--- src/rtl/io_input_controller.sv ---
// Memory-mapped controller for two debounced push-button input channels.
// Latches the switch value on each press and arbitrates pending channels round-robin.
module io_input_controller #(
  parameter logic [15:0] BASE_ADDR = 16'hFFF0,
  parameter int unsigned DB_CYCLES = 50000,
  parameter int unsigned CNT_W     = 16
) (
  input  logic        clk,
  input  logic        rst,
  input  logic [15:0] pin_1,
  input  logic        pb_1,
  input  logic [15:0] pin_2,
  input  logic        pb_2,
  input  logic [15:0] addr,
  input  logic        rd_en,
  output logic [15:0] rd_data,
  output logic        sel,
  output logic        irq
);

  typedef enum logic [1:0] {
    OFF_STATUS = 2'd0,
    OFF_DATA1  = 2'd1,
    OFF_DATA2  = 2'd2,
    OFF_NEXT   = 2'd3
  } reg_off_e;

  localparam logic [CNT_W-1:0] CNT_LAST = CNT_W'(DB_CYCLES - 1);

  logic [15:0] off_full;
  reg_off_e    off;

  // Modular subtraction keeps the range check correct for any BASE_ADDR.
  assign off_full = addr - BASE_ADDR;
  assign sel      = (off_full[15:2] == 14'd0);
  assign off      = reg_off_e'(off_full[1:0]);

  logic [1:0]       pb_raw;
  logic [1:0]       sync1_q, sync2_q;
  logic [1:0]       db_q, db_d;
  logic [1:0]       press;
  logic [CNT_W-1:0] cnt_q [2];
  logic [CNT_W-1:0] cnt_d [2];

  assign pb_raw = {pb_2, pb_1};

  // NOTE: every always_comb output gets a default first so no path can infer a latch.
  always_comb begin
    for (int c = 0; c < 2; c++) begin
      cnt_d[c] = '0;
      db_d[c]  = db_q[c];
      press[c] = 1'b0;
      if (sync2_q[c] != db_q[c]) begin
        if (cnt_q[c] == CNT_LAST) begin
          db_d[c]  = ~db_q[c];
          press[c] = ~db_q[c];
        end else begin
          cnt_d[c] = cnt_q[c] + CNT_W'(1);
        end
      end
    end
  end

  logic [1:0]  valid_q, valid_d;
  logic [1:0]  ovr_q, ovr_d;
  logic [1:0]  clr_v;
  logic [15:0] pin_in [2];
  logic [15:0] data_q [2];
  logic [15:0] data_d [2];
  logic        rr_q, rr_d;
  logic        irq_q;
  logic        rd_hit, any_v, gnt2, clr_ovr;

  assign pin_in[0] = pin_1;
  assign pin_in[1] = pin_2;

  // rr_q = 1 favours channel 2 when both channels are pending.
  assign rd_hit   = rd_en & sel;
  assign any_v    = |valid_q;
  assign gnt2     = valid_q[1] & (~valid_q[0] | rr_q);
  assign clr_ovr  = rd_hit & (off == OFF_STATUS);
  assign clr_v[0] = rd_hit & ((off == OFF_DATA1) | ((off == OFF_NEXT) & any_v & ~gnt2));
  assign clr_v[1] = rd_hit & ((off == OFF_DATA2) | ((off == OFF_NEXT) & gnt2));
  assign rr_d     = (rd_hit & (off == OFF_NEXT) & any_v) ? ~gnt2 : rr_q;

  always_comb begin
    for (int c = 0; c < 2; c++) begin
      valid_d[c] = press[c] | (valid_q[c] & ~clr_v[c]);
      ovr_d[c]   = (press[c] & valid_q[c] & ~clr_v[c]) | (ovr_q[c] & ~clr_ovr);
      data_d[c]  = press[c] ? pin_in[c] : data_q[c];
    end
  end

  // NOTE: state registers use non-blocking assignments so every flop samples pre-edge values.
  always_ff @(posedge clk) begin
    if (rst) begin
      sync1_q <= '0;
      sync2_q <= '0;
      db_q    <= '0;
      valid_q <= '0;
      ovr_q   <= '0;
      rr_q    <= 1'b0;
      irq_q   <= 1'b0;
      for (int c = 0; c < 2; c++) begin
        cnt_q[c]  <= '0;
        data_q[c] <= '0;
      end
    end else begin
      sync1_q <= pb_raw;
      sync2_q <= sync1_q;
      db_q    <= db_d;
      valid_q <= valid_d;
      ovr_q   <= ovr_d;
      rr_q    <= rr_d;
      irq_q   <= |valid_q;
      for (int c = 0; c < 2; c++) begin
        cnt_q[c]  <= cnt_d[c];
        data_q[c] <= data_d[c];
      end
    end
  end

  always_comb begin
    rd_data = '0;
    if (sel) begin
      unique case (off)
        OFF_STATUS: rd_data = {11'b0, gnt2, ovr_q[1], ovr_q[0], valid_q[1], valid_q[0]};
        OFF_DATA1:  rd_data = data_q[0];
        OFF_DATA2:  rd_data = data_q[1];
        OFF_NEXT:   rd_data = any_v ? (gnt2 ? data_q[1] : data_q[0]) : 16'h0000;
        default:    rd_data = '0;
      endcase
    end
  end

  assign irq = irq_q;

endmodule

--- config.mk ---
export PLATFORM = sky130hd
export DESIGN_NAME = io_input_controller
export DESIGN_NICKNAME = d
export VERILOG_FILES = /design/src/rtl/io_input_controller.sv
export SDC_FILE = /design/constraint.sdc
export NUM_CORES = 1
export LEC_CHECK = 0
export CAP_MARGIN = 20
export CORE_ASPECT_RATIO = 1.4
export CORE_UTILIZATION = 46
export CTS_CLUSTER_DIAMETER = 30
export DETAILED_ROUTE_END_ITERATION = 7
export GPL_TIMING_DRIVEN = 1
export PLACE_DENSITY = 0.74
export SKIP_LAST_GASP = 1
export SLEW_MARGIN = 0
export SYNTH_ARGS = -nofsm -noshare
export SYNTH_HDL_FRONTEND = slang
export SYNTH_SLANG_ARGS = --single-unit
--- constraint.sdc ---
create_clock -name clk -period 2 [get_ports clk]
set_input_delay 0.2 -clock clk [delete_from_list [all_inputs] [get_ports clk]]
set_output_delay 0.2 -clock clk [all_outputs]
set_load 0.01 [all_outputs]
* Yosys cells after proc, flatten, opt, wreduce, memory -nomap -nowiden *
Memory sizes are Yosys's and may differ from the RTL's.
Index checks and enable logic that the tools add are counted.
Widths: inputs -> output; s select.

operators by class
  equal/unequal tests = 7
  bitwise logic cells = 36
  add/sub/neg operators = 3
  reductions and logical operators = 5
  multiplexer cells = 21

operators by type and width
  operator                number
  $mux 16                 13
  $pmux 16 s4             1
  $add 16x1->16 const B   2
  $eq 16x16->1 const B    2
  $and 1x1->1             18
  $sub 16x16->16 const B  1
  $logic_not 14->1        1
  $or 1x1->1              11
  $mux 1                  7
  $not 1->1               7
  $eq 2x2->1 const B      2
  $reduce_and 2->1        2
  $eq 2x1->1 const B      1
  $logic_not 2->1         1
  $ne 1x1->1              2
  $reduce_or 2->1         1

word-level totals
  bits in registers = 12
  bits in writable memories = 64
  input port bits = 53
  output and inout port bits = 18
  memories = 2

memories
  name    depth  width  read ports  clocked after memory_dff  write ports  RTL line  text
  cnt_q   2      16     2           0                         2            42        logic [CNT_W-1:0] cnt_q [2];
  data_q  2      16     2           0                         2            68        logic [15:0] data_q [2];

* Depth between registers and ports, before layout *
Gate-level depths: netlist of the first run.

  depth in word-level cells = 10
  depth in mapped cells = 7
  mapped depth without buffers = 5

* Least setup slack after synthesis of the first run *
Ideal clock, no wire load.

  kind = register -> register
  start = memory cnt_q[0][13]
  end = memory data_q[0][10]
  period minus slack after synthesis = 1.923 ns
  stages on the path, launching flop included = 7
  data arrival time = 1.791 ns
  path slack = 0.077 ns
  cells stage by stage = dfxtp_1 -> or4_4 -> or4_4 -> buf_6 -> buf_8 -> o21ai_1 -> a21oi_1

RTL lines
  element      RTL line
  from (decl)  42
  to (decl)    68

* Worst setup path in the final report of the first run *
  start = input port addr[11]
  end = output port rd_data[7]

between the ends
  longest elaborated chain between the ends = 3

ends and longest elaborated chain
  element           RTL line  text
  from (decl)       14        input logic [15:0] addr,
  $sub 16x16->16    34        assign off_full = addr - BASE_ADDR;
  $logic_not 14->1  35        assign sel = (off_full[15:2] == 14'd0);
  $mux 16           125       if (sel) begin
  to (decl)         16        output logic [15:0] rd_data,

No other way between the ends.

==> results of run 1 <==
==> state kept, by name, indices dropped and copies added (netlist names), 2 cells and up <==
register	count
sync2_q	2
cnt_q	32
data_q	32
ovr_q	2
valid_q	2
db_q	2
sync1_q	2
==> worst paths after layout <==
check | endpoint | slack (ns) | cells past startpoint
max reg2reg | data_q[0][4] | 0.06 | 4
min | sync1_q[1] | 0.41 | 2
min reg2reg | sync2_q[0] | 0.44 | 1
max | rd_data[7] | 0.04 | 9
==> layout make-up <==
cell class	count	area share, %
clock buffers	10	2.81
clock inverters	6	1.46
inverters	9	0.690
multi-input cells	309	39.1
flip-flops and latches	76	31.1
well taps	97	2.48
repair buffers	118	22.3
==> routing by layer <==
layer / track usage [%] / wire (um) / up-vias
met4: 8.99 / 218 / 0
met5: 0 / 0 / -
met3: 5.26 / 312 / 16
met2: 41.7 / 4940 / 109
met1: 28.5 / 3910 / 1606
li1: - / - / 1729
==> power groups by stage <==
stage | Sequential [uW] | Combinational [uW] | Clock, uW
final | 1520 | 218 | 1210
after global routing | 1520 | 232 | 1300
after CTS | 1520 | 215 | 1230
after detailed placement | 1550 | 208 | 0
after global placement | 1550 | 206 | 0
after floorplan | 1550 | 59.1 | 0
==> cell families after synthesis <==
logic type,synth area share [%]
buf+inv,4.64
xor+xnor,6.00
fa+ha+maj,0.714
compound gates,19.4
simple gates,25.8
flops,43.4
==> cell usage in the layout, fill, tap and decap left out, types with 3 or more instances in the layout <==
master and n:
nor2_2 5, dfxtp_1 75, o21ai_0 30, xor2_1 11, a21oi_1 49, buf_4 41
clkbuf_8 10, inv_1 9, buf_2 9, nor2_1 33, nor2_4 5, nor4_1 4
or4_1 3, nand2b_1 8, buf_6 9, nand2_1 16, dlymetal6s2s_1 10, nand4_1 11
o21ai_1 9, nand3_1 43, clkdlybuf4s50_1 43, nor2b_1 6, a32oi_1 14, xnor2_1 13
nor3_1 6
==> through the flow <==
| stage | util (%) | setup slack (ns) | hold WS (ns) | total power (uW) |
|---|---|---|---|---|
| floorplan | - | 0.0767 | 0.328 | 1610 |
| global placement | 61.1 | -0.337 | 0.422 | 1760 |
| detailed placement | 61.1 | -0.402 | 0.422 | 1760 |
| CTS | 64.3 | -0.141 | 0.398 | 2960 |
| global route | 66.5 | -0.0309 | 0.406 | 3050 |
| finish | 66.5 | 0.0351 | 0.407 | 2950 |
==> timing repair <==
| action | CTS | global route |
|---|---|---|
| setup buffers | 8 | 2 |
| endpoints found under the setup margin | 17 | 35 |
| gates cloned | 0 | 1 |
| resized for setup | 49 | 62 |
| endpoints found under the hold margin | 0 | 0 |
| pin swaps | 3 | 10 |
==> metrics.txt, run 1 <==
switch share=between 20% and 30%; total internal power=2260 uW; Skew-Pair Late Insertion Delay=0.35 ns; CTS tree=built; Area Overhead vs Synth=39.7%; area of the mapped netlist=3500 um^2; placed insts=roughly 600; min-delay src=pb_2; startpoint types=primary input; vias in the first global route=3,285; Hold Vio Cnt, Final=0; ys flop type=dfxtp_1; row count=37; final setup TNS=0 ns; # diodes=0; num ports=71; first-pass GRT wire length=14,800 um; Worst Path Required=1.80 ns; Routed Antenna Nets=0; commonest cells in the netlist=dfxtp_1 (76), a21oi_1 (49), nand3_1 (43), nor2_1 (43), o21ai_0 (32); Slew HR=57.9%; Gate power share=7.4%; pwr/cell area=around 600 nW/um^2; CTS Buf Count=9; Cells after Synth=between 400 and 500; status=completed; Total Routing Usage GR=between 20 and 25%; Max-cap violations=0; initial antenna violation count=0; Syn Area/Cell=roughly 8.4 um^2; Async S/R FF share, synth=0%; Seq pwr share=approximately 52%; Max Root-Sink Buffers=2; cell taking the most area after synthesis=dfxtp_1; 1st-pass router iterations=6; Core Area=7360 um^2; largest net degree at the start of global routing=34; Post-synth EDFFs=0; die height=105 um; period utilization=98.2%; routability cong.=between 0.9 and 1; crit path launch=addr[11]; post-synth cell types=43; fin cells=around 630; hpwl dp=6550 um; worst-margin pin slew=0.630 ns; crit path cell chain=clkdlybuf4s50_1 -> nand2_2 -> nor4_2 -> buf_4 -> buf_6 -> nand2_8 -> buf_12 -> nor2_1 -> buf_2; Setup Skew=0.0142 ns; die area=7970 um^2; H-tree depth=3; area of the multi-input gates=1910 um^2; die width=75.8 um; CTS sink cnt=76; critical path's largest stage delay=about 0.49 ns; Buf/Inv on CP=5; endpoints failing setup=0; Setup CP Type=primary input to output pin; DRC=0; highest-delay cell along the critical path=clkdlybuf4s50_1; leak pwr=0.00169 uW; Crit path max-delay family=buffers and inverters; FF+latch count, synth=76; Hold Path Class=primary input to flip-flop; most numerous cell in the Yosys netlist=dfxtp_1; DRT iter0 DRCs=about 250; number of hold buffers added after CTS=0; Wirelength per Cell=between 15 and 20 um; CTS clock-pin slew for the worst setup and hold paths=0.07 ns; PortBufs=70; synth top area cells=dfxtp_1 (43%), a21oi_1 (7.0%), nand3_1 (6.1%), nor2_1 (4.6%), o21ai_0 (4.6%); Post-Layout Inst Area=4890 um^2; via count=about 3,500; Psw=between 600 and 700 uW; register area=1520 um^2; Peak VDD IR=about 0.46 mV; synth warn=0; share of the synthesized area in the top cell type=43.4%; RSZ-0062 raised after global routing=true; Pins Over Slew Limit=0; grt total ovfl=0; root buf cell=clkbuf_8; wirelength, routed=9380 um; worst r2r src=cnt_q[0][13]; filler instances=593; Initial Util=a little under half; Worst setup EP type=output pin; crit-path max FO=6; vias per cell=5.54; Fmax achieved=509 MHz; post-synthesis sequential area ratio=around 43%; Arr. time, crit path=1.76 ns; layout cell share with drive strength beyond 1=20.3%; Post-Syn Nets=474; Clock power frac=41.1%; min cycle time layout=a little under 2 ns; Placed Area=4500 um^2; nets@finish=578
(Power assumes the default switching activity.)
==> inputs of run 2 (changes only) <==
--- a/config.mk
+++ b/config.mk
@@ -6,12 +6,14 @@
 export NUM_CORES = 1
 export LEC_CHECK = 0
 export CAP_MARGIN = 20
+export CELL_PAD_IN_SITES_DETAIL_PLACEMENT = 1
+export CELL_PAD_IN_SITES_GLOBAL_PLACEMENT = 1
 export CORE_ASPECT_RATIO = 1.4
-export CORE_UTILIZATION = 46
+export CORE_UTILIZATION = 34
 export CTS_CLUSTER_DIAMETER = 30
 export DETAILED_ROUTE_END_ITERATION = 7
 export GPL_TIMING_DRIVEN = 1
-export PLACE_DENSITY = 0.74
+export PLACE_DENSITY = 0.73
 export SKIP_LAST_GASP = 1
 export SLEW_MARGIN = 0
 export SYNTH_ARGS = -nofsm -noshare
==> metrics.txt, run 2 (synthesized netlist as in run 1, its figures left out) <==
Setup CP Type=flip-flop to flip-flop; wirelength, routed=11,200 um (+20%); nets@finish=581 (+0.52%); Slew HR=56.0% (-1.9 points); via count=3,586 (+3.6%); Crit path max-delay family=simple AND/OR/NAND/NOR gates; min cycle time layout=1.99 ns (+0.0268 ns); largest net degree at the start of global routing=38 (+12%); # diodes=0 (unchanged); highest-delay cell along the critical path=or4_4; startpoint types=flip-flop; most common cell after layout, fill and taps aside=dfxtp_1; DRT iter0 DRCs=125 (-49%); die width=87.8 um (+16%); Core Area=9950 um^2 (+35%); critical path's largest stage delay=0.63 ns (+0.14 ns); layout cell share with drive strength beyond 1=19.2% (-1.1 points); status=completed; Wirelength per Cell=16.8 um (+12%); num ports=71 (unchanged); final setup TNS=0 ns (unchanged); fin cells=666 (+6.6%); most used routing layer=met2; most frequent cells in the layout=dfxtp_1 (75), clkdlybuf4s50_1 (49), a21oi_1 (47); Peak VDD IR=0.358 mV (-22%); Arr. time, crit path=2.19 ns (+0.43 ns); PortBufs=70 (unchanged); routability cong.=0.809 (-12%); Max-cap violations=0 (unchanged); Pins Over Slew Limit=0 (unchanged); Max Root-Sink Buffers=2 (unchanged); initial antenna violation count=0 (unchanged); 1st-pass router iterations=4 (-2); DRC=0 (unchanged); grt total ovfl=0 (unchanged); period utilization=99.6% (+1.3 points); Placed Area=4630 um^2 (+2.8%); die height=122 um (+16%); Total Routing Usage GR=21.6% (-2.6 points); Post-Layout Inst Area=5000 um^2 (+2.2%); H-tree depth=3 (unchanged); M3 GR Usage=4.13% (-1.1 points); root buf cell=clkbuf_16; Setup Skew=0.00781 ns (-0.00643 ns); hold slack final=0.417 ns (+0.0100 ns); Fmax achieved=502 MHz (-1.3%); CTS sink cnt=76 (unchanged); worst-margin pin slew=0.659 ns (+0.0288 ns); hpwl dp=8250 um (+26%); placed insts=645 (+7.9%); FF-to-FF setup slack=0.008 ns (-0.05 ns); dpl ws=-0.400 ns (+0.00243 ns); fin worst setup slack=0.00832 ns (-0.0268 ns); Worst setup EP type=flip-flop; die area=10,700 um^2 (+34%); Area Overhead vs Synth=42.8%; number of hold buffers added after CTS=0 (unchanged); endpoints failing setup=0 (unchanged); grt met1 use=22.9% (-5.7 points); register area=1520 um^2 (unchanged); vias per cell=5.38 (-2.7%); RSZ-0062 raised after global routing=true; Hold Vio Cnt, Final=0 (unchanged); biggest regs=cnt_q x32, data_q x32; crit-path max FO=19 (+13); Skew-Pair Late Insertion Delay=0.34 ns (about the same); area of the multi-input gates=1870 um^2 (-2.5%); first-pass GRT wire length=17,500 um (+19%); Initial Util=35.2% (-12 points); CTS tree=built; most frequent CP cell=or4_4; CTS clock-pin slew for the worst setup and hold paths=0.06 ns (about the same); leak pwr=0.00171 uW (+0.92%); vias in the first global route=3,670 (+12%); Worst Path Required=2.20 ns (+0.40 ns); Hold Path Class=primary input to flip-flop; CTS Buf Count=9 (unchanged); pwr/cell area=725 nW/um^2 (+20%); Routed Antenna Nets=0 (unchanged); M2 GR Usage=40.5% (-1.2 points); Buf/Inv on CP=0 (-5); row count=43 (+16%); crit path cell chain=or4_4 -> or4_4 -> o21ai_0 -> a21oi_1; filler instances=1,181 (+99%)
==> run 2: changes by cell type in the layout (fill, tap and decap cells not counted), moves of 6 or more <==
cell	delta
clkbuf_8	-9
nor2_1	+10
dlymetal6s2s_1	-7
clkbuf_16	+8
buf_6	-7
clkdlybuf4s50_1	+6
==> run 2: cell type report <==
| class | instances | area share, % |
|---|---|---|
| timing repair buffer | 121 | 21.2 |
| sequential | 76 | 30.4 |
| inverter | 9 | 0.676 |
| clock inverter | 6 | 2.23 |
| multi-input combinational | 309 | 37.3 |
| clock buffer | 10 | 4.78 |
| tap | 135 | 3.38 |
==> run 2: what timing repair did <==
| item | CTS | global route |
|---|---|---|
| gates cloned | 1 | 0 |
| buffers inserted | 3 | 1 |
| endpoints found under the hold margin | 0 | 0 |
| gates resized for setup | 67 | 17 |
| pin swaps | 4 | 4 |
| endpoints found under the setup margin | 30 | 17 |
==> run 2: worst paths after layout <==
path / startpoint / to / depth (start not counted)
max: cnt_q[0][13] / data_q[0][5] / 4
min: pb_2 / sync1_q[1] / 2
max reg2reg: cnt_q[0][13] / data_q[0][5] / 4
min reg2reg: sync1_q[1] / sync2_q[1] / 1
==> run 2: worst register-to-register path, stage by stage (launching register included) <==
cell and delay, ns:
dfxtp_1 0.31, or4_4 0.54, or4_4 0.63, o21ai_0 0.26, a21oi_1 0.11
==> run 2: routing by layer <==
metal | wire [um] | vias to the layer above | share of wire, %
li1 | - | 1733 | -
met3 | 459 | 24 | 4.1
met5 | 0 | - | 0
met1 | 4310 | 1735 | 38
met4 | 314 | 0 | 2.8
met2 | 6130 | 94 | 55
==> run 2: report_power, final <==
part	switching [uW]	internal, uW	total [uW]	leakage (uW)
sequential	3.13	1520	1520	0.000613
clock	622	1250	1870	0.000169
combinational	95.9	132	228	0.000927
total	721	2900	3620	0.00171
==> run 2: through the flow <==
step	utilization, %	total power [uW]
floorplan	-	1610
global placement	46.5	1770
detailed placement	46.5	1770
CTS	50.0	3660
global route	50.2	3750
finish	50.2	3620
==> inputs of run 3 (changes only) <==
--- a/config.mk
+++ b/config.mk
@@ -9,11 +9,11 @@
 export CELL_PAD_IN_SITES_DETAIL_PLACEMENT = 1
 export CELL_PAD_IN_SITES_GLOBAL_PLACEMENT = 1
 export CORE_ASPECT_RATIO = 1.4
-export CORE_UTILIZATION = 34
+export CORE_UTILIZATION = 41
 export CTS_CLUSTER_DIAMETER = 30
 export DETAILED_ROUTE_END_ITERATION = 7
 export GPL_TIMING_DRIVEN = 1
-export PLACE_DENSITY = 0.73
+export PLACE_DENSITY = 0.83
 export SKIP_LAST_GASP = 1
 export SLEW_MARGIN = 0
 export SYNTH_ARGS = -nofsm -noshare
==> constraint.sdc (replaced) <==
create_clock -name clk -period 2.4 [get_ports clk]
set_input_delay 0.24 -clock clk [delete_from_list [all_inputs] [get_ports clk]]
set_output_delay 0.24 -clock clk [all_outputs]
set_load 0.01 [all_outputs]
==> metrics.txt, run 3 (synthesized netlist as in run 1, its figures left out) <==
Buf/Inv on CP=3 (+3); crit path capture=rd_data[1]; largest net degree at the start of global routing=33 (-13%); first-pass GRT wire length=17,100 um (-2.2%); final setup TNS=0 ns (unchanged); die height=111 um (-8.8%); Hold Path Class=flip-flop to flip-flop; vias per cell=5.72 (+6.3%); biggest regs=cnt_q x32, data_q x32; Setup Skew=0.00613 ns (-0.00168 ns); Wirelength per Cell=17.4 um (+3.5%); hpwl dp=7790 um (-5.6%); endpoints failing setup=0 (unchanged); initial antenna violation count=0 (unchanged); crit path launch=addr[8]; Max Root-Sink Buffers=2 (unchanged); most frequent cells in the layout=dfxtp_1 (76), clkdlybuf4s50_1 (55), a21oi_1 (49); via count=3,492 (-2.6%); CTS tree=built; Hold Vio Cnt, Final=0 (unchanged); Skew-Pair Late Insertion Delay=0.33 ns (about the same); Initial Util=42.5% (+7.3 points); 1st-pass router iterations=4 (unchanged); Arr. time, crit path=2.11 ns (-0.08 ns); cells on worst reg2reg path=4 (unchanged); DRC=0 (unchanged); Max-cap violations=0 (unchanged); Crit path max-delay family=buffers and inverters; die width=80.1 um (-8.7%); Worst Path Required=2.16 ns (-0.04 ns); PortBufs=70 (unchanged); placed insts=590 (-8.5%); fin util=57.3% (+7.1 points); crit path cell chain=clkdlybuf4s50_1 -> nand4_1 -> nor4_2 -> buf_4 -> o21ai_0 -> a21oi_1 -> clkdlybuf4s50_1; status=completed; Core Area=8250 um^2 (-17%); FF-to-FF setup slack=0.33 ns (+0.32 ns); H-tree depth=3 (unchanged); crit-path max FO=6 (-13); pwr/cell area=595 nW/um^2 (-18%); grt total ovfl=0 (unchanged); startpoint types=primary input; Crit Reg-Reg Endpoint=cnt_q[0][7]; Total Routing Usage GR=24.9% (+3.3 points); most common cell after layout, fill and taps aside=dfxtp_1; RSZ-0062 raised after global routing=true; critical path's largest stage delay=0.56 ns (-0.07 ns); fin cells=610 (-8.4%); Area Overhead vs Synth=35.0%; Slew HR=55.5% (-0.49 points); CTS sink cnt=76 (unchanged); min cycle time layout=2.35 ns; most frequent CP cell=clkdlybuf4s50_1; Pwr Total=2810 uW (-22%); wirelength, routed=10,600 um (-5.2%); nets@finish=558 (-4.0%); num ports=71 (unchanged); Setup CP Type=primary input to output pin; number of hold buffers added after CTS=0 (unchanged); worst r2r src=cnt_q[0][13]; Worst setup EP type=output pin; Peak VDD IR=0.442 mV (+24%); Fmax achieved=426 MHz; vias in the first global route=3,631 (-1.1%); root buf cell=clkbuf_16; CTS clock-pin slew for the worst setup and hold paths=0.06 ns (about the same); highest-delay cell along the critical path=clkdlybuf4s50_1; routability cong.=0.829 (+2.4%); dpl ws=-0.185 ns (+0.215 ns); layout cell share with drive strength beyond 1=10.4% (-8.8 points); leak pwr=0.00158 uW (-7.4%); row count=39 (-9.3%); Pins Over Slew Limit=0 (unchanged); die area=8920 um^2 (-17%); DRT iter0 DRCs=193 (+54%); fin worst setup slack=0.0543 ns (+0.0460 ns); # diodes=0 (unchanged); WP depth=7 (+3); period utilization=97.7%; Routed Antenna Nets=0 (unchanged); CTS Buf Count=9 (unchanged); worst-margin pin slew=0.666 ns (+0.00740 ns)
## run 3: cell count changes in the layout (fill, tap and decap cells not counted), moves of 6 or more
cell             change
buf_4               -19
dlygate4sd2_1       +11
buf_2               -13
clkdlybuf4s50_1      +6
## run 3: timing repair
action,in CTS,in global routing
resized for setup,14,4
setup endpoints to repair,15,4
pin swaps,2,0
buffers inserted,2,2
## run 3: area by class of cell
| cell class | instances | area, um^2 |
|---|---|---|
| Inverter | 9 | 33.8 |
| Sequential cell | 76 | 1520 |
| Timing Repair Buffer | 98 | 912 |
| Multi-Input combinational cell | 309 | 1830 |
| Fill cell | 976 | 3520 |
| Clock buffer | 13 | 260 |
| Clock inverter | 3 | 45.0 |
| Tap cell | 102 | 128 |
## run 3: worst min path at each step
stage / startpoint / to / slack, ns / cells past startpoint
6_report: cnt_q[0][0] / cnt_q[0][0] / 0.44 / 1
5_1_grt: sync1_q[1] / sync2_q[1] / 0.47 / 1
4_1_cts: cnt_q[0][0] / cnt_q[0][0] / 0.45 / 1
3_5_place_dp: cnt_q[0][0] / cnt_q[0][0] / 0.44 / 1
3_3_place_gp: cnt_q[0][0] / cnt_q[0][0] / 0.42 / 1
2_1_floorplan: pb_1 / sync1_q[0] / 0.37 / 1
## run 3: metrics by stage
stage / hold slack, ns / instance area, um^2
after CTS: 0.446 / 4710
after floorplan: 0.368 / 3500
after global placement: 0.421 / 4400
final: 0.442 / 4730
after detailed placement: 0.437 / 4400
after global routing: 0.468 / 4730
## run 3: layer usage
metal / up-vias / global-route usage, % / routed length (um)
met3: 17 / 4.67 / 484
met5: - / 0 / 0
met1: 1697 / 27.7 / 4180
met2: 88 / 45.6 / 5690
li1: 1690 / - / -
met4: 0 / 9.17 / 274
## run 3: power by group
group	switching [uW]	internal (uW)
Combinational	75.4	99.4
Clock	506	862
Sequential	2.44	1270
